## src/rtl/mem_port_arbiter_if.sv

```systemverilog
// mem_port_arbiter_if: one bundle carrying the dmem and imem requester ports
// and the shared memory port seen by mem_port_arbiter.
//   slave  : the arbiter's view (requests in, responses out, memory port out)
//   master : the surrounding pipeline and memory (the opposite directions)
interface mem_port_arbiter_if #(
  parameter int ADDR_W = 32
);
  // data requester (dmem, requester 0)
  logic              dmemreq_val;
  logic              dmemreq_rdy;
  logic              dmemreq_type;
  logic [ADDR_W-1:0] dmemreq_addr;
  logic [31:0]       dmemreq_data;
  logic              dmemresp_val;
  logic [31:0]       dmemresp_data;

  // instruction requester (imem, requester 1), read only
  logic              imemreq_val;
  logic              imemreq_rdy;
  logic [ADDR_W-1:0] imemreq_addr;
  logic              imemresp_val;
  logic [31:0]       imemresp_data;

  // shared single-ported memory
  logic              memreq_val;
  logic              memreq_rdy;
  logic              memreq_type;
  logic [ADDR_W-1:0] memreq_addr;
  logic [31:0]       memreq_data;
  logic              memresp_val;
  logic [31:0]       memresp_data;

  // sticky protocol error flag
  logic              proto_err;

  modport slave (
    input  dmemreq_val, dmemreq_type, dmemreq_addr, dmemreq_data,
    output dmemreq_rdy, dmemresp_val, dmemresp_data,
    input  imemreq_val, imemreq_addr,
    output imemreq_rdy, imemresp_val, imemresp_data,
    output memreq_val, memreq_type, memreq_addr, memreq_data,
    input  memreq_rdy, memresp_val, memresp_data,
    output proto_err
  );

  modport master (
    output dmemreq_val, dmemreq_type, dmemreq_addr, dmemreq_data,
    input  dmemreq_rdy, dmemresp_val, dmemresp_data,
    output imemreq_val, imemreq_addr,
    input  imemreq_rdy, imemresp_val, imemresp_data,
    input  memreq_val, memreq_type, memreq_addr, memreq_data,
    output memreq_rdy, memresp_val, memresp_data,
    input  proto_err
  );
endinterface

```

## src/rtl/mem_port_arbiter.sv

```systemverilog
// mem_port_arbiter: shares one single-ported memory between instruction fetch
// (imem, owner 1) and load/store (dmem, owner 0). Requests are granted onto the
// memory port; an ownership FIFO remembers who issued each outstanding
// transaction so in-order responses are steered back with zero latency.
//
// Optional build macro MEM_ARB_ROUND_ROBIN_EN: when defined, simultaneous
// requests alternate (the requester that was not granted last wins). When
// undefined, dmem has fixed priority over imem.
module mem_port_arbiter #(
  parameter int MAX_OUTSTANDING = 4,
  parameter int ADDR_W          = 32
) (
  input  logic              clk,
  input  logic              rst,
  mem_port_arbiter_if.slave bus
);

  localparam int PTR_W = (MAX_OUTSTANDING > 1) ? $clog2(MAX_OUTSTANDING) : 1;
  localparam int CNT_W = $clog2(MAX_OUTSTANDING + 1);
  localparam logic [CNT_W-1:0] CNT_FULL = CNT_W'(MAX_OUTSTANDING);

  localparam logic OWNER_DMEM = 1'b0;
  localparam logic OWNER_IMEM = 1'b1;

  // ownership FIFO and occupancy
  logic [MAX_OUTSTANDING-1:0] owner_q;
  logic [PTR_W-1:0]           head_q;
  logic [PTR_W-1:0]           tail_q;
  logic [CNT_W-1:0]           count_q;
  logic                       proto_err_q;

  // per-cycle control
  logic              empty;
  logic              full;
  logic              pop;
  logic              push;
  logic              space;
  logic              pick_dmem;
  logic              gnt_d;
  logic              gnt_i;
  logic              head_owner;
  logic [ADDR_W-1:0] addr_mux;

  assign empty = (count_q == '0);
  assign full  = (count_q == CNT_FULL);

  // A response pops the head only if something is outstanding; an unexpected
  // response is dropped and flagged instead of corrupting the pointers.
  assign pop = bus.memresp_val & ~empty;

  // A pop this cycle frees a slot, so a full FIFO can still accept a request.
  assign space = ~full | pop;

`ifdef MEM_ARB_ROUND_ROBIN_EN
  logic last_grant_q;

  // On contention the requester not granted last wins; a sole requester wins.
  always_comb begin
    // NOTE: default assignment first so every path drives pick_dmem (no latch).
    pick_dmem = bus.dmemreq_val;
    if (bus.dmemreq_val && bus.imemreq_val) begin
      pick_dmem = (last_grant_q == OWNER_IMEM);
    end
  end

  // Remember which requester the memory last accepted.
  always_ff @(posedge clk or posedge rst) begin
    if (rst) begin
      last_grant_q <= OWNER_IMEM;
    end else if (push) begin
      last_grant_q <= gnt_i;
    end
  end
`else
  // Fixed priority: any dmem request beats a fetch.
  assign pick_dmem = bus.dmemreq_val;
`endif

  assign gnt_d = pick_dmem & space;
  assign gnt_i = bus.imemreq_val & ~pick_dmem & space;

  // A transaction is issued when the memory takes the granted request.
  assign push = (gnt_d | gnt_i) & bus.memreq_rdy;

  // Memory request mux: fetches are always reads, and data is zero unless a
  // dmem request owns the port.
  always_comb begin
    addr_mux = '0;
    if (gnt_d) begin
      addr_mux = bus.dmemreq_addr;
    end else if (gnt_i) begin
      addr_mux = bus.imemreq_addr;
    end
  end

  assign bus.memreq_val  = gnt_d | gnt_i;
  assign bus.memreq_type = gnt_d & bus.dmemreq_type;
  assign bus.memreq_addr = addr_mux;
  assign bus.memreq_data = gnt_d ? bus.dmemreq_data : 32'h0;

  // Ready is the grant qualified by the memory accepting; it never waits on
  // anything beyond the grant itself.
  assign bus.dmemreq_rdy = gnt_d & bus.memreq_rdy;
  assign bus.imemreq_rdy = gnt_i & bus.memreq_rdy;

  // Response steering follows the owner at the FIFO head.
  assign head_owner        = owner_q[head_q];
  assign bus.dmemresp_val  = pop & (head_owner == OWNER_DMEM);
  assign bus.imemresp_val  = pop & (head_owner == OWNER_IMEM);
  assign bus.dmemresp_data = bus.memresp_data;
  assign bus.imemresp_data = bus.memresp_data;

  assign bus.proto_err = proto_err_q;

  // Owner storage: written at the tail on each issued transaction.
  // NOTE: storage is deliberately not reset; count_q/pointers define validity.
  always_ff @(posedge clk) begin
    if (push) begin
      owner_q[tail_q] <= gnt_i;
    end
  end

  // Pointers and occupancy; pointers wrap naturally at the power-of-two depth.
  // NOTE: sequential state uses non-blocking assignments only.
  always_ff @(posedge clk or posedge rst) begin
    if (rst) begin
      head_q  <= '0;
      tail_q  <= '0;
      count_q <= '0;
    end else begin
      if (push) begin
        tail_q <= tail_q + PTR_W'(1);
      end
      if (pop) begin
        head_q <= head_q + PTR_W'(1);
      end
      case ({push, pop})
        2'b10:   count_q <= count_q + CNT_W'(1);
        2'b01:   count_q <= count_q - CNT_W'(1);
        default: count_q <= count_q;
      endcase
    end
  end

  // Sticky flag for a response that arrives with nothing outstanding.
  always_ff @(posedge clk or posedge rst) begin
    if (rst) begin
      proto_err_q <= 1'b0;
    end else if (bus.memresp_val && empty) begin
      proto_err_q <= 1'b1;
    end
  end

endmodule

```

## src/flat_wrapper.sv

```systemverilog
// flat-port wrapper written by rule: the top's interface ports become plain ports
module mem_port_arbiter_flat 
#(
  parameter int MAX_OUTSTANDING = 4,
  parameter int ADDR_W          = 32
)
  (clk, rst, bus_dmemreq_val, bus_dmemreq_type, bus_dmemreq_addr, bus_dmemreq_data, bus_dmemreq_rdy, bus_dmemresp_val, bus_dmemresp_data, bus_imemreq_val, bus_imemreq_addr, bus_imemreq_rdy, bus_imemresp_val, bus_imemresp_data, bus_memreq_val, bus_memreq_type, bus_memreq_addr, bus_memreq_data, bus_memreq_rdy, bus_memresp_val, bus_memresp_data, bus_proto_err);
  mem_port_arbiter_if #(.ADDR_W(ADDR_W)) bus_i ();
  input  logic clk;
  input  logic rst;
  input wire logic [$bits(bus_i.dmemreq_val)-1:0] bus_dmemreq_val;
  input wire logic [$bits(bus_i.dmemreq_type)-1:0] bus_dmemreq_type;
  input wire logic [$bits(bus_i.dmemreq_addr)-1:0] bus_dmemreq_addr;
  input wire logic [$bits(bus_i.dmemreq_data)-1:0] bus_dmemreq_data;
  output wire logic [$bits(bus_i.dmemreq_rdy)-1:0] bus_dmemreq_rdy;
  output wire logic [$bits(bus_i.dmemresp_val)-1:0] bus_dmemresp_val;
  output wire logic [$bits(bus_i.dmemresp_data)-1:0] bus_dmemresp_data;
  input wire logic [$bits(bus_i.imemreq_val)-1:0] bus_imemreq_val;
  input wire logic [$bits(bus_i.imemreq_addr)-1:0] bus_imemreq_addr;
  output wire logic [$bits(bus_i.imemreq_rdy)-1:0] bus_imemreq_rdy;
  output wire logic [$bits(bus_i.imemresp_val)-1:0] bus_imemresp_val;
  output wire logic [$bits(bus_i.imemresp_data)-1:0] bus_imemresp_data;
  output wire logic [$bits(bus_i.memreq_val)-1:0] bus_memreq_val;
  output wire logic [$bits(bus_i.memreq_type)-1:0] bus_memreq_type;
  output wire logic [$bits(bus_i.memreq_addr)-1:0] bus_memreq_addr;
  output wire logic [$bits(bus_i.memreq_data)-1:0] bus_memreq_data;
  input wire logic [$bits(bus_i.memreq_rdy)-1:0] bus_memreq_rdy;
  input wire logic [$bits(bus_i.memresp_val)-1:0] bus_memresp_val;
  input wire logic [$bits(bus_i.memresp_data)-1:0] bus_memresp_data;
  output wire logic [$bits(bus_i.proto_err)-1:0] bus_proto_err;
  assign bus_i.dmemreq_val = bus_dmemreq_val;
  assign bus_i.dmemreq_type = bus_dmemreq_type;
  assign bus_i.dmemreq_addr = bus_dmemreq_addr;
  assign bus_i.dmemreq_data = bus_dmemreq_data;
  assign bus_dmemreq_rdy = bus_i.dmemreq_rdy;
  assign bus_dmemresp_val = bus_i.dmemresp_val;
  assign bus_dmemresp_data = bus_i.dmemresp_data;
  assign bus_i.imemreq_val = bus_imemreq_val;
  assign bus_i.imemreq_addr = bus_imemreq_addr;
  assign bus_imemreq_rdy = bus_i.imemreq_rdy;
  assign bus_imemresp_val = bus_i.imemresp_val;
  assign bus_imemresp_data = bus_i.imemresp_data;
  assign bus_memreq_val = bus_i.memreq_val;
  assign bus_memreq_type = bus_i.memreq_type;
  assign bus_memreq_addr = bus_i.memreq_addr;
  assign bus_memreq_data = bus_i.memreq_data;
  assign bus_i.memreq_rdy = bus_memreq_rdy;
  assign bus_i.memresp_val = bus_memresp_val;
  assign bus_i.memresp_data = bus_memresp_data;
  assign bus_proto_err = bus_i.proto_err;
  mem_port_arbiter #(.MAX_OUTSTANDING(MAX_OUTSTANDING), .ADDR_W(ADDR_W)) u_core (.clk(clk), .rst(rst), .bus(bus_i));
endmodule
```

## config.mk

```make
export PLATFORM = sky130hd
export DESIGN_NAME = mem_port_arbiter_flat
export DESIGN_NICKNAME = d
export VERILOG_FILES = /design/src/rtl/mem_port_arbiter_if.sv /design/src/rtl/mem_port_arbiter.sv /design/src/flat_wrapper.sv
export SDC_FILE = /design/constraint.sdc
export NUM_CORES = 1
export LEC_CHECK = 0
export ABC_AREA = 0
export CORE_AREA = 2 2 105 107
export DETAILED_ROUTE_END_ITERATION = 10
export DIE_AREA = 0 0 107 109
export HOLD_SLACK_MARGIN = 0.15
export SLEW_MARGIN = 30
export SYNTH_ARGS = -nofsm -noshare
export SYNTH_HDL_FRONTEND = slang
export SYNTH_SLANG_ARGS = --single-unit
```

## constraint.sdc

```tcl
create_clock -name clk -period 2.54 [get_ports clk]
set_input_delay 0.508 -clock clk [delete_from_list [all_inputs] [get_ports clk]]
set_output_delay 0.508 -clock clk [all_outputs]
set_load 0.01 [all_outputs]
```

==> results.ini <==
[run_status]
outcome = finished, final reports clean

[worst_hold_path]
holdCritPathClass = flip-flop to flip-flop
hold_end = u_core.bus.proto_err$_DFFE_PP0P_
hold_start = u_core.bus.proto_err$_DFFE_PP0P_
whs_path_depth = 1

[cells_and_area]
syn_to_final_growth_pct = 91.8
antennaDiodeCount = 0
nFillCells = 1134
fin_util = 0.303
drive_above_1_share = 0.199
fin_nets = 458

[setup_path]
critPathCaptureType = output pin
crit_type = flip-flop to output pin
cp_max_fo = 18
rrSetupSlack_ns = 0.24
path_cells = nor4b_4 -> buf_4 -> nor3b_4 -> buf_4 -> buf_6 -> buf_16 -> a22o_1 -> clkdlybuf4s15_2
crit_path_top_delay_cell = dfrtp_2
critPathArrivalTime_ns = 1.97
r2r_end = u_core.count_q[2]$_DFFE_PP0P_
r2r_cells = 12
cp_data_required_time_ns = 2.03
cp_slowest_stage_delay_ns = 0.45
start_kind = flip-flop
cp_common_cell = buf_4
timing.rr.start = u_core.count_q[0]$_DFFE_PP0P_

[routing]
drt_wl_total_mm = 6.93
wl_per_cell_um = 15.2
num_vias = 1743
drtPass1Iterations = 4
drc = 0
drt-initial-drc-count = 37
vias_per_cell = 3.82
antenna_left = 0

[job]
drv_cap = 0

[floorplanning]
row_count = 38
dieArea_um2 = 11700
fp.dieW_um = 107
die_h_um = 109
ios = 270
start_util = 0.158
core_um2 = 10600

[placement]
post-dp-hpwl_mm = 5.48
port_buffers = 173
gp_congestion = 0.736

[synthesis]
ys_seq_elements = 12
ys.flop_type = dfrtp_1
yosys-top-cells-area = buf_4 29%, a22o_1 17%, and2_1 15%, dfrtp_1 12%, edfxtp_1 7.2%
yosys_warnings = 0
ys_types = 23
synthArstFlopShare = 0.667
synthesis.nets = 334
synth_top_cell_by_area = buf_4
syn_area_per_cell_um2 = 8.69
synth_edf_count = 4
yosysTopAreaCellShare = 0.287
syn_inst = 193
ys_seq_area_frac = 0.191
syn_area_um2 = 1680

[power]
power_mw = 1.54
peakVddDrop_mv = 0.364
leakage_nw = 1.49
power_density_nw_per_um2 = 480

[grt]
grt.busiest_layer = met2
grt_util_met1 = 0.138
use_met2 = 0.197
grt_first_pass_wirelength_mm = 10.0
grt_pass1_vias = 1786
grt.total_usage = 0.110
grt_antenna_before_repair = 0
grt_max_degree = 23
grt_use_met3 = 0.0341
grt_overflow_total = 0

[clock_tree]
cts_buffer_depth = 2
cts_tree = done
clkSlewWorstSetupHoldPaths_ns = 0.05
numCtsBuffers = 3
cts_sinks = 12
clk_latency_ns = 0.24
cts-htree-levels = 1
root_buffer = clkbuf_8

[timing]
max_slew_margin = 0.780
worst_pin_slew_ns = 0.329
maxSlewViolCount = 0
period_share = 0.978
setup_viol = 0
fin_skew_ns = 0.00105
max_freq_ghz = 0.403
rsz0062_at_grt = no
fin_crit_ns = 2.48
hold_viol_final = 0

==> layer usage <==
| metal | routed length (µm) | vias to the layer above |
|---|---|---|
| met5 | 0 | - |
| li1 | - | 829 |
| met2 | 3590 | 147 |
| met1 | 2650 | 762 |
| met3 | 660 | 5 |
| met4 | 21 | 0 |
==> synthesized netlist by cell type, types with 2 or more instances <==
cell type  number
buf_2           5
clkbuf_1        5
dfrtp_1         8
edfxtp_1        4
nor2_1          4
and2_1         40
xnor2_1         3
nor3b_2         2
inv_1           8
buf_4          64
xor2_1          3
a22o_1         32
ha_1            5
==> metrics by stage <==
step	hold WS [ns]	worst slack [ns]	TNS (ns)	std cells	cell area, µm²
finish	0.465	0.0571	0	456	3220
global route	0.492	0.00316	0	456	3220
CTS	0.465	-0.0537	-0.0537	456	3250
detailed placement	0.450	-0.472	-24.76	440	3170
global placement	0.451	-0.442	-22.92	440	3170
floorplan	0.324	0.495	0	193	1680
==> worst max path at each step <==
stage | depth (start not counted) | start | to
6_report | 8 | u_core.count_q[0]$_DFFE_PP0P_ | bus_memreq_addr[10]
5_1_grt | 8 | u_core.count_q[0]$_DFFE_PP0P_ | bus_memreq_addr[16]
4_1_cts | 9 | bus_memresp_val | bus_memreq_addr[14]
3_5_place_dp | 7 | bus_memresp_val | bus_memreq_addr[14]
3_3_place_gp | 7 | bus_memresp_val | bus_memreq_addr[14]
2_1_floorplan | 9 | bus_memresp_val | u_core.count_q[2]$_DFFE_PP0P_
==> power by group <==
part / leakage, nW / internal, mW / total (mW) / switching (mW)
registers: 0.127 / 0.283 / 0.361 / 0.0777
clock network: 0.0231 / 0.107 / 0.175 / 0.0685
logic: 1.34 / 0.601 / 1.01 / 0.408
total: 1.49 / 0.990 / 1.54 / 0.554
==> logic make-up (layout without fill, tap and decap cells) <==
group | after synthesis | after routing | share of synthesized area
buffers and inverters | 82 | 205 | 0.331
multiplexers | 3 | 3 | 0.0261
XOR/XNOR | 6 | 6 | 0.0313
AND/OR/NAND/NOR | 51 | 51 | 0.200
flip-flops | 12 | 12 | 0.191
AO/OA/AOI/OAI | 33 | 33 | 0.172
adder cells (fa/ha/maj) | 6 | 6 | 0.0493
==> layout by cell type (no fill, tap or decap), drive strengths merged, types with 2 or more instances in the layout <==
master / Yosys / routed
dlygate4sd2: 0 / 36
clkbuf: 5 / 4
inv: 8 / 8
nor3b: 2 / 2
ha: 5 / 5
edfxtp: 4 / 4
nor2: 4 / 4
dfrtp: 8 / 8
xor2: 3 / 3
clkdlybuf4s50: 0 / 104
buf: 69 / 45
clkdlybuf4s15: 0 / 6
a22o: 32 / 32
and2: 40 / 40
xnor2: 3 / 3
==> critical path: cells and delay by family (launching register included) <==
family | cells | cell delay, ns
AO/OA/AOI/OAI | 1 | 0.18
AND/OR/NAND/NOR | 2 | 0.30
flip-flops | 1 | 0.45
buffers and inverters | 5 | 0.80
==> final cells by class <==
class	count	area (µm²)	area share
sequential	12	322	0.100
clock buffer	3	41.3	0.0128
timing repair buffer	193	1830	0.568
clock inverter	1	3.75	0.00117
tap	140	175	0.0545
multi-input combinational	99	816	0.254
inverter	8	30.0	0.00934
==> registers in the layout, indices dropped and copies added, names as in the netlist <==
register and cells:
u_core.bus.proto_err 1, u_core.count_q 3, u_core.head_q 2, u_core.owner_q 4
u_core.tail_q 2
==> timing repair <==
item | CTS | global route
setup buffers | 9 | 0
hold buffers | 0 | 0
gates resized for setup | 157 | 8
cloned | 3 | 0
pin swaps | 1 | 1
setup endpoints to repair | 67 | 14
Power figures use the tool's default switching activity.
